===== src/rtl/mc_ctrl_pkg.sv =====
// Shared encodings for the multi-cycle RV32 control sequencer: states, opcodes,
// datapath mux selects and the packed control word driven onto the datapath.
package mc_ctrl_pkg;

  typedef enum logic [3:0] {
    S_FETCH  = 4'd0,
    S_DECODE = 4'd1,
    S_EXE_R  = 4'd2,
    S_EXE_I  = 4'd3,
    S_ADDR   = 4'd4,
    S_MEM_RD = 4'd5,
    S_MEM_WR = 4'd6,
    S_WB_ALU = 4'd7,
    S_WB_MEM = 4'd8,
    S_BRANCH = 4'd9,
    S_JAL    = 4'd10,
    S_TRAP   = 4'd11
  } state_t;

  localparam logic [6:0] OP_ADD  = 7'b0110011;
  localparam logic [6:0] OP_ADDI = 7'b0010011;
  localparam logic [6:0] OP_LW   = 7'b0000011;
  localparam logic [6:0] OP_SW   = 7'b0100011;
  localparam logic [6:0] OP_BEQ  = 7'b1100011;
  localparam logic [6:0] OP_JAL  = 7'b1101111;

  localparam logic [1:0] ASEL_A      = 2'd0;
  localparam logic [1:0] ASEL_PC     = 2'd1;
  localparam logic [1:0] ASEL_OLD_PC = 2'd2;

  localparam logic [1:0] BSEL_B    = 2'd0;
  localparam logic [1:0] BSEL_FOUR = 2'd1;
  localparam logic [1:0] BSEL_IMM  = 2'd2;

  localparam logic [1:0] WB_ALUOUT = 2'd0;
  localparam logic [1:0] WB_MDR    = 2'd1;
  localparam logic [1:0] WB_PC     = 2'd2;

  localparam logic PCSRC_ALU    = 1'b0;
  localparam logic PCSRC_ALUOUT = 1'b1;

  localparam logic ALU_ADD = 1'b0;
  localparam logic ALU_SUB = 1'b1;

  // old_pc_we is not carried here: it is by definition identical to ir_we.
  typedef struct packed {
    logic       pc_we;
    logic       pc_src;
    logic       ir_we;
    logic       iord;
    logic       mem_re;
    logic       mem_we;
    logic       ab_we;
    logic       aluout_we;
    logic [1:0] alu_a_sel;
    logic [1:0] alu_b_sel;
    logic       alu_op;
    logic       reg_we;
    logic [1:0] wb_sel;
    logic       mdr_we;
    logic       instr_done;
  } ctrl_t;

  function automatic state_t dispatch(input logic [6:0] opcode);
    state_t nxt;
    case (opcode)
      OP_ADD:       nxt = S_EXE_R;
      OP_ADDI:      nxt = S_EXE_I;
      OP_LW, OP_SW: nxt = S_ADDR;
      OP_BEQ:       nxt = S_BRANCH;
      OP_JAL:       nxt = S_JAL;
      default:      nxt = S_TRAP;
    endcase
    return nxt;
  endfunction

endpackage


===== src/rtl/mc_ctrl_decode.sv =====
// Combinational map from sequencer state plus same-cycle qualifiers
// (cpu_en, mem_ready, alu_zero) to the datapath control word.
module mc_ctrl_decode
  import mc_ctrl_pkg::*;
(
  input  state_t state,
  input  logic   cpu_en,
  input  logic   mem_ready,
  input  logic   alu_zero,
  output ctrl_t  ctrl
);

  always_comb begin
    ctrl = '0;
    case (state)
      S_FETCH: begin
        if (cpu_en) begin
          ctrl.mem_re    = 1'b1;
          ctrl.iord      = 1'b0;
          ctrl.alu_a_sel = ASEL_PC;
          ctrl.alu_b_sel = BSEL_FOUR;
          ctrl.alu_op    = ALU_ADD;
          if (mem_ready) begin
            ctrl.ir_we  = 1'b1;
            ctrl.pc_we  = 1'b1;
            ctrl.pc_src = PCSRC_ALU;
          end
        end
      end
      // old_pc + imm lands in ALUOut now so BRANCH/JAL can use it as target.
      S_DECODE: begin
        ctrl.ab_we     = 1'b1;
        ctrl.aluout_we = 1'b1;
        ctrl.alu_a_sel = ASEL_OLD_PC;
        ctrl.alu_b_sel = BSEL_IMM;
      end
      S_EXE_R: begin
        ctrl.aluout_we = 1'b1;
        ctrl.alu_a_sel = ASEL_A;
        ctrl.alu_b_sel = BSEL_B;
        ctrl.alu_op    = ALU_ADD;
      end
      S_EXE_I, S_ADDR: begin
        ctrl.aluout_we = 1'b1;
        ctrl.alu_a_sel = ASEL_A;
        ctrl.alu_b_sel = BSEL_IMM;
        ctrl.alu_op    = ALU_ADD;
      end
      S_MEM_RD: begin
        ctrl.mem_re = 1'b1;
        ctrl.iord   = 1'b1;
        ctrl.mdr_we = mem_ready;
      end
      S_MEM_WR: begin
        ctrl.mem_we     = 1'b1;
        ctrl.iord       = 1'b1;
        ctrl.instr_done = mem_ready;
      end
      S_WB_ALU: begin
        ctrl.reg_we     = 1'b1;
        ctrl.wb_sel     = WB_ALUOUT;
        ctrl.instr_done = 1'b1;
      end
      S_WB_MEM: begin
        ctrl.reg_we     = 1'b1;
        ctrl.wb_sel     = WB_MDR;
        ctrl.instr_done = 1'b1;
      end
      S_BRANCH: begin
        ctrl.alu_a_sel  = ASEL_A;
        ctrl.alu_b_sel  = BSEL_B;
        ctrl.alu_op     = ALU_SUB;
        ctrl.pc_src     = PCSRC_ALUOUT;
        ctrl.pc_we      = alu_zero;
        ctrl.instr_done = 1'b1;
      end
      // PC was already advanced to PC+4 in FETCH, so it is the link value.
      S_JAL: begin
        ctrl.reg_we     = 1'b1;
        ctrl.wb_sel     = WB_PC;
        ctrl.pc_we      = 1'b1;
        ctrl.pc_src     = PCSRC_ALUOUT;
        ctrl.instr_done = 1'b1;
      end
      default: ctrl = '0;
    endcase
  end

endmodule


===== src/rtl/mc_control_fsm.sv =====
// Multi-cycle control sequencer for add/addi/lw/sw/beq/jal: state register,
// next-state logic, sticky trap flag, and reset-gated control outputs.
module mc_control_fsm
  import mc_ctrl_pkg::*;
(
  input  logic       clk,
  input  logic       rstn,
  input  logic       cpu_en,
  input  logic [6:0] opcode,
  input  logic       alu_zero,
  input  logic       mem_ready,
  output logic       pc_we,
  output logic       pc_src,
  output logic       old_pc_we,
  output logic       ir_we,
  output logic       iord,
  output logic       mem_re,
  output logic       mem_we,
  output logic       ab_we,
  output logic       aluout_we,
  output logic [1:0] alu_a_sel,
  output logic [1:0] alu_b_sel,
  output logic       alu_op,
  output logic       reg_we,
  output logic [1:0] wb_sel,
  output logic       mdr_we,
  output logic       instr_done,
  output logic       trap,
  output logic [3:0] state_dbg
);

  state_t state;
  state_t state_nxt;
  logic   trap_q;
  ctrl_t  ctrl_raw;
  ctrl_t  ctrl;

  always_comb begin
    state_nxt = state;
    case (state)
      S_FETCH:  if (cpu_en && mem_ready) state_nxt = S_DECODE;
      S_DECODE: state_nxt = dispatch(opcode);
      S_EXE_R:  state_nxt = S_WB_ALU;
      S_EXE_I:  state_nxt = S_WB_ALU;
      S_ADDR:   state_nxt = (opcode == OP_LW) ? S_MEM_RD : S_MEM_WR;
      S_MEM_RD: if (mem_ready) state_nxt = S_WB_MEM;
      S_MEM_WR: if (mem_ready) state_nxt = S_FETCH;
      S_WB_ALU: state_nxt = S_FETCH;
      S_WB_MEM: state_nxt = S_FETCH;
      S_BRANCH: state_nxt = S_FETCH;
      S_JAL:    state_nxt = S_FETCH;
      S_TRAP:   state_nxt = S_TRAP;
      default:  state_nxt = S_TRAP;
    endcase
  end

  always_ff @(posedge clk) begin
    if (!rstn) begin
      state  <= S_FETCH;
      trap_q <= 1'b0;
    end else begin
      state <= state_nxt;
      if (state_nxt == S_TRAP) trap_q <= 1'b1;
    end
  end

  mc_ctrl_decode u_decode (
    .state     (state),
    .cpu_en    (cpu_en),
    .mem_ready (mem_ready),
    .alu_zero  (alu_zero),
    .ctrl      (ctrl_raw)
  );

  // Holding rstn low silences the datapath immediately, even mid-handshake.
  assign ctrl = rstn ? ctrl_raw : '0;

  assign pc_we      = ctrl.pc_we;
  assign pc_src     = ctrl.pc_src;
  assign ir_we      = ctrl.ir_we;
  assign old_pc_we  = ctrl.ir_we;
  assign iord       = ctrl.iord;
  assign mem_re     = ctrl.mem_re;
  assign mem_we     = ctrl.mem_we;
  assign ab_we      = ctrl.ab_we;
  assign aluout_we  = ctrl.aluout_we;
  assign alu_a_sel  = ctrl.alu_a_sel;
  assign alu_b_sel  = ctrl.alu_b_sel;
  assign alu_op     = ctrl.alu_op;
  assign reg_we     = ctrl.reg_we;
  assign wb_sel     = ctrl.wb_sel;
  assign mdr_we     = ctrl.mdr_we;
  assign instr_done = ctrl.instr_done;
  assign trap       = rstn & trap_q;
  assign state_dbg  = rstn ? state : 4'd0;

endmodule


===== config.mk =====
export PLATFORM = sky130hd
export DESIGN_NAME = mc_control_fsm
export DESIGN_NICKNAME = d
export VERILOG_FILES = /design/src/rtl/mc_ctrl_pkg.sv /design/src/rtl/mc_ctrl_decode.sv /design/src/rtl/mc_control_fsm.sv
export SDC_FILE = /design/constraint.sdc
export NUM_CORES = 1
export LEC_CHECK = 0
export ABC_AREA = 1
export BUFFER_PORTS_ARGS = -buffer_cell sky130_fd_sc_hd__buf_2
export CORE_ASPECT_RATIO = 1.2
export CORE_MARGIN = 8
export CORE_UTILIZATION = 39
export CTS_CLUSTER_DIAMETER = 100
export DETAILED_ROUTE_END_ITERATION = 7
export PLACE_DENSITY = 0.76
export SLEW_MARGIN = 20
export SYNTH_ARGS = -nofsm -noshare
export SYNTH_HDL_FRONTEND = slang
export SYNTH_SLANG_ARGS = --single-unit
export TNS_END_PERCENT = 1

===== constraint.sdc =====
create_clock -name clk -period 1.14 [get_ports clk]
set_input_delay 0.114 -clock clk [delete_from_list [all_inputs] [get_ports clk]]
set_output_delay 0.114 -clock clk [all_outputs]
set_load 0.03 [all_outputs]

Yosys cells after proc, flatten, opt, wreduce, memory -nomap -nowiden. Index checks and enable logic that the tools add are counted.

Flip-flop bits (word level): 5. Bits in latches: 0. RAM bits: 0. Bits in read-only memories: 0. Output and inout port bits: 24. Logic and storage cells: 51. Memories kept: 0.

$add $sub $neg: 0. $mul: 0. Divide/modulo/power cells: 0. Magnitude comparators: 0. Equal/unequal tests: 17. Shift operators: 0. Mux-type cells: 23. Bitwise operators: 1. Reductions and logical operators: 8.

Operator list (number): 4-bit one-hot mux with 7 select lines (1); 4-bit 2-to-1 mux (5); 4-bit one-hot mux with 5 select lines (1); 18-bit 2-to-1 mux (1); 4-bit by 3-bit == test with 1-bit output, second input constant (4); 4-bit == test, second input constant (4); 7-bit by 6-bit == test with 1-bit output, second input constant (2); 7-bit == test, second input constant (2); 4-bit one-hot mux with 3 select lines (1); 3-bit one-hot mux with 3 select lines (1); 4-bit by 2-bit == test with 1-bit output, second input constant (2); 1-bit one-hot mux with 2 select lines (4); 2-bit OR reduction (4); 4-bit OR reduction (2); 7-bit by 2-bit == test with 1-bit output, second input constant (1); 7-bit by 5-bit == test with 1-bit output, second input constant (1); 2-bit one-hot mux with 3 select lines (1); 1-bit 2-to-1 mux (5); 5-bit 2-to-1 mux (1); 4-bit by 1-bit == test with 1-bit output, second input constant (1); 4-bit zero test (1); 3-bit 2-to-1 mux (1); 2-bit 2-to-1 mux (1); 1-bit bitwise AND (1); 1-bit logical AND (1).

Depth between registers and ports, before layout.
Word-level depth: 5. Mapped depth: 9. Depth with buffers taken out: 9.

Modules after synthesis. A second synthesis with hierarchy kept.

Cells, all modules: 165. Area, all modules: 800.8 um^2.

Modules (own cells, without submodules): mc_control_fsm (instances 1, cells an instance 118, area an instance 586.8 um^2, sequential area each 100.1 um^2); mc_ctrl_decode (instances 1, cells an instance 47, area an instance 214.0 um^2, sequential area each 0.0 um^2).

Worst setup path after synthesis. OpenSTA, ideal clock, no wires.

Kind: reg2out. From: register state[3]. To: output port instr_done. Arrival time: 1.509 ns. Data required time: 1.026 ns. Path slack: -0.483 ns. Stages on the path, launching flop included: 6. Cells stage by stage: dfxtp_1 inv_1 nor2_1 nand2_1 nor2_1 a211o_1.

Word-level cells in the longest chain between the ends: 4. Elaborated cells on any way between the ends: 8.

Ends and longest elaborated chain: start: declaration (RTL line mc_control_fsm.sv:32) `state_t state;`; start signal: assignment (RTL line mc_control_fsm.sv:62) `state <= state_nxt;`; 4-bit by 3-bit == test with 1-bit output or 4-bit == test (tied branches) (RTL line mc_ctrl_decode.sv:15) `case (state)`; 4-bit OR reduction (no line); 1-bit one-hot mux with 2 select lines (*) (RTL line mc_ctrl_decode.sv:15); 18-bit 2-to-1 mux (*) (RTL line mc_control_fsm.sv:76) `assign ctrl = rstn ? ctrl_raw : '0;`; end: declaration (RTL line mc_control_fsm.sv:27) `output logic instr_done,`.

Mark *: on every way between the ends. The rest lies on a longest branch, timed or not.

Worst setup path after layout.
From: register state[0]. To: output port aluout_we.

Word-level cells in the longest chain between the ends: 4. Elaborated cells on any way between the ends: 7.

Ends and longest elaborated chain: 4-bit by 2-bit == test with 1-bit output, or another cell as far along (RTL line mc_ctrl_decode.sv:15); 4-bit OR reduction (no line) (*); 1-bit 2-to-1 mux (*) (RTL line mc_ctrl_decode.sv:15); 18-bit 2-to-1 mux (*) (RTL line mc_control_fsm.sv:76); end: declaration (RTL line mc_control_fsm.sv:20) `output logic aluout_we,`.

Marks and branches as above.

==> metrics.yaml <==
status:
  outcome: "complete, but fails checks"
  violations: "negative setup slack"
sta:
  setup_slack_ns: -0.441
  fin_crit_sh_pct: 139
  rsz0062_at_grt: "yes"
  slew_viol_final: 0
  whs_ns: 0.250
  worst_clock_skew_ns: 0.00247
  relSlewSlack_pct: 82.0
  tns_ns: -7.93
  fmax_ghz: 0.632
  setup_viol: 27
  finalHoldViolCount: 0
  finalCriticalPeriod_ns: 1.58
  tightestPinTransition_ns: 0.270
grt:
  grtUsageTotal_pct: 17.2
  antenna_found_initial: 0
  first_global_vias: 1018
  grt_max_degree: 9
  grt_pass1_wl_um: 4440
  grt-ovfl-total: 0
power_and_ir_drop:
  p_int_w: 0.00137
  total_power_w: 0.00282
  p_seq_share_pct: 14.1
  power_density_nw_per_um2: 2060
  clock_power_share_pct: 7.9
  power_leakage_nw: 0.687
  comb_power_share_pct: 78.0
  vdd_drop_max_mv: 1.31
  p_sw_share_pct: 51.5
  switching_power_w: 0.00145
detailed_routing:
  m1WireLength_um: 1240
  routed_wl_um: 3500
  first_pass_iters: 7
  drt-wirelength-per-cell_um: 17.8
  highest-signal-layer: "met4"
  drc: 0
  vias_per_cell: 5.61
  dr_wl_met3_um: 236
  dr_wl_met2_um: 1890
  vias: 1099
  antenna_left: 0
  initialDrtViolationCount: 41
worst_setup_path:
  cp.arrival_ns: 1.47
  critical_path_class: "reg2out"
  path_delay_family: "flip-flops"
  crit_path_max_fanout: 7
  cp-start-kind: "flop"
  critPathMaxStageDelay_ns: 0.39
  path_buf_inv: 3
  crit_path_end_kind: "output port"
  crit_slowest_cell: "dfxtp_4"
  cp.required_ns: 1.03
  critical_path.cell_chain: "nor2_4 > inv_2 > nor2_4 > inv_2 > a21oi_4 > a31o_4 > buf_6"
die:
  core-area_sq_um: 1600
  initial_utilization_pct: 41.2
  dieHeight_um: 61.0
  dieArea_sq_um: 3270
  pin_count: 36
  die_w_um: 53.5
  rows: 16
final_layout:
  design_area_sq_um: 1370
  fin_nets: 191
  drive_gt1_share_pct: 66.9
  area_growth_pct: 107
  layout_common_cells: "buf_4 (36), nand2_1 (20), buf_6 (14)"
  diodes: 0
  final_common_cell: "buf_4"
  final_cell_count_no_fill: 196
worst_hold_path:
  hold_class: "in2reg"
placement:
  portBuffers: 35
  dp_hpwl_um: 1900
  dp_cells: 182
  place_area_sq_um: 1070
  place.gp.congestion: 0.811
synthesis:
  synth-seq-area-share_pct: 15.2
  syn_nets: 126
  yosysWarningCount: 0
  ys_seq_elements: 5
  syn_avg_cell_area_sq_um: 5.78
  synth_edf_count: 0
  synth.distinct_cells: 25
  async_reset_ff_share_pct: 0
  synthFlopType: "dfxtp_1"
  syn_inst: 114
  syn-cell-area_sq_um: 659
clocking:
  cts.sinks: 5
  clk_pin_slew_worst_paths_ns: 0.05
  cts_tree: "done"
  cts.path.max_buffers: 2
  cts_root_buffer: "clkbuf_4"
  htreeDepth: 1
  cts_buffers: 3
  worstSkewPairLatency_ns: 0.25
job:
  maxCapViolCount: 0
## cell families (layout without fill, tap and decap cells)
| kind of cell | count (synthesis) | count (layout) | synth area share, % |
|---|---|---|---|
| and+or+nand+nor | 73 | 73 | 53.9 |
| DFF | 5 | 5 | 15.2 |
| AOI/OAI and AO/OA | 11 | 11 | 13.1 |
| buffers and inverters | 25 | 89 | 17.8 |
## synthesized netlist by cell type, types with 2 or more instances
cell	number	area [sq um]
inv_2	2	7.51
a21oi_1	3	15.0
buf_6	2	22.5
nand4_1	4	25.0
inv_1	18	67.6
nand3_1	9	45.0
nor2_1	20	75.1
buf_4	2	15.0
nand2_1	26	97.6
a31oi_1	2	12.5
nand2_2	3	18.8
dfxtp_1	5	100
nor2_4	3	33.8
nor3_1	4	20.0
## per-layer routing
layer / global-route usage [%] / vias up
li1: - / 489
met1: 17.2 / 515
met2: 36.1 / 77
met3: 0.483 / 18
met4: 4.69 / 0
met5: 0 / -
## worst paths after layout
check	slack, ns	depth (start not counted)	end	start
min	0.25	4	state[2]$_SDFF_PN0_	opcode[4]
min reg2reg	0.45	2	trap_q$_SDFFE_PN0N_	trap_q$_SDFFE_PN0N_
max reg2reg	-0.39	9	state[0]$_SDFF_PN0_	state[0]$_SDFF_PN0_
max	-0.44	7	aluout_we	state[0]$_SDFF_PN0_
## power by group through the flow
stage	Combinational, W	Sequential (W)	Clock, W
floorplan	0.00106	0.000293	0
global placement	0.00158	0.000294	0
detailed placement	0.00162	0.000297	0
CTS	0.00187	0.000393	0.000211
global route	0.00230	0.000406	0.000227
finish	0.00220	0.000399	0.000223
## state kept, by name, summed over array words and instances (netlist names)
register	flops
trap_q	1
state	4
## what timing repair did
| action | in CTS | in global routing |
|---|---|---|
| resized for setup | 50 | 24 |
| hold buffers | 0 | 0 |
| pin swaps | 13 | 9 |
| endpoints found under the setup margin | 26 | 27 |
| buffers inserted | 8 | 3 |
## cell type report
class / instances / area [sq um]
Timing Repair Buffer: 65 / 533
Sequential cell: 5 / 113
Multi-Input combinational cell: 84 / 592
Tap cell: 18 / 22.5
Inverter: 20 / 80.1
Clock buffer: 4 / 26.3
Fill cell: 82 / 235
## stage by stage
| step | worst slack, ns | util, % |
|---|---|---|
| after floorplan | -0.247 | - |
| after global placement | -0.226 | 66.7 |
| after detailed placement | -0.261 | 66.7 |
| after CTS | -0.342 | 79.3 |
| after global routing | -0.469 | 85.3 |
| final | -0.441 | 85.3 |
## worst min-delay path, stage by stage
cell     delay, ns
buf_2         0.10
inv_1         0.06
nand4_1       0.10
a31oi_1       0.09
(Power assumes the default switching activity.)
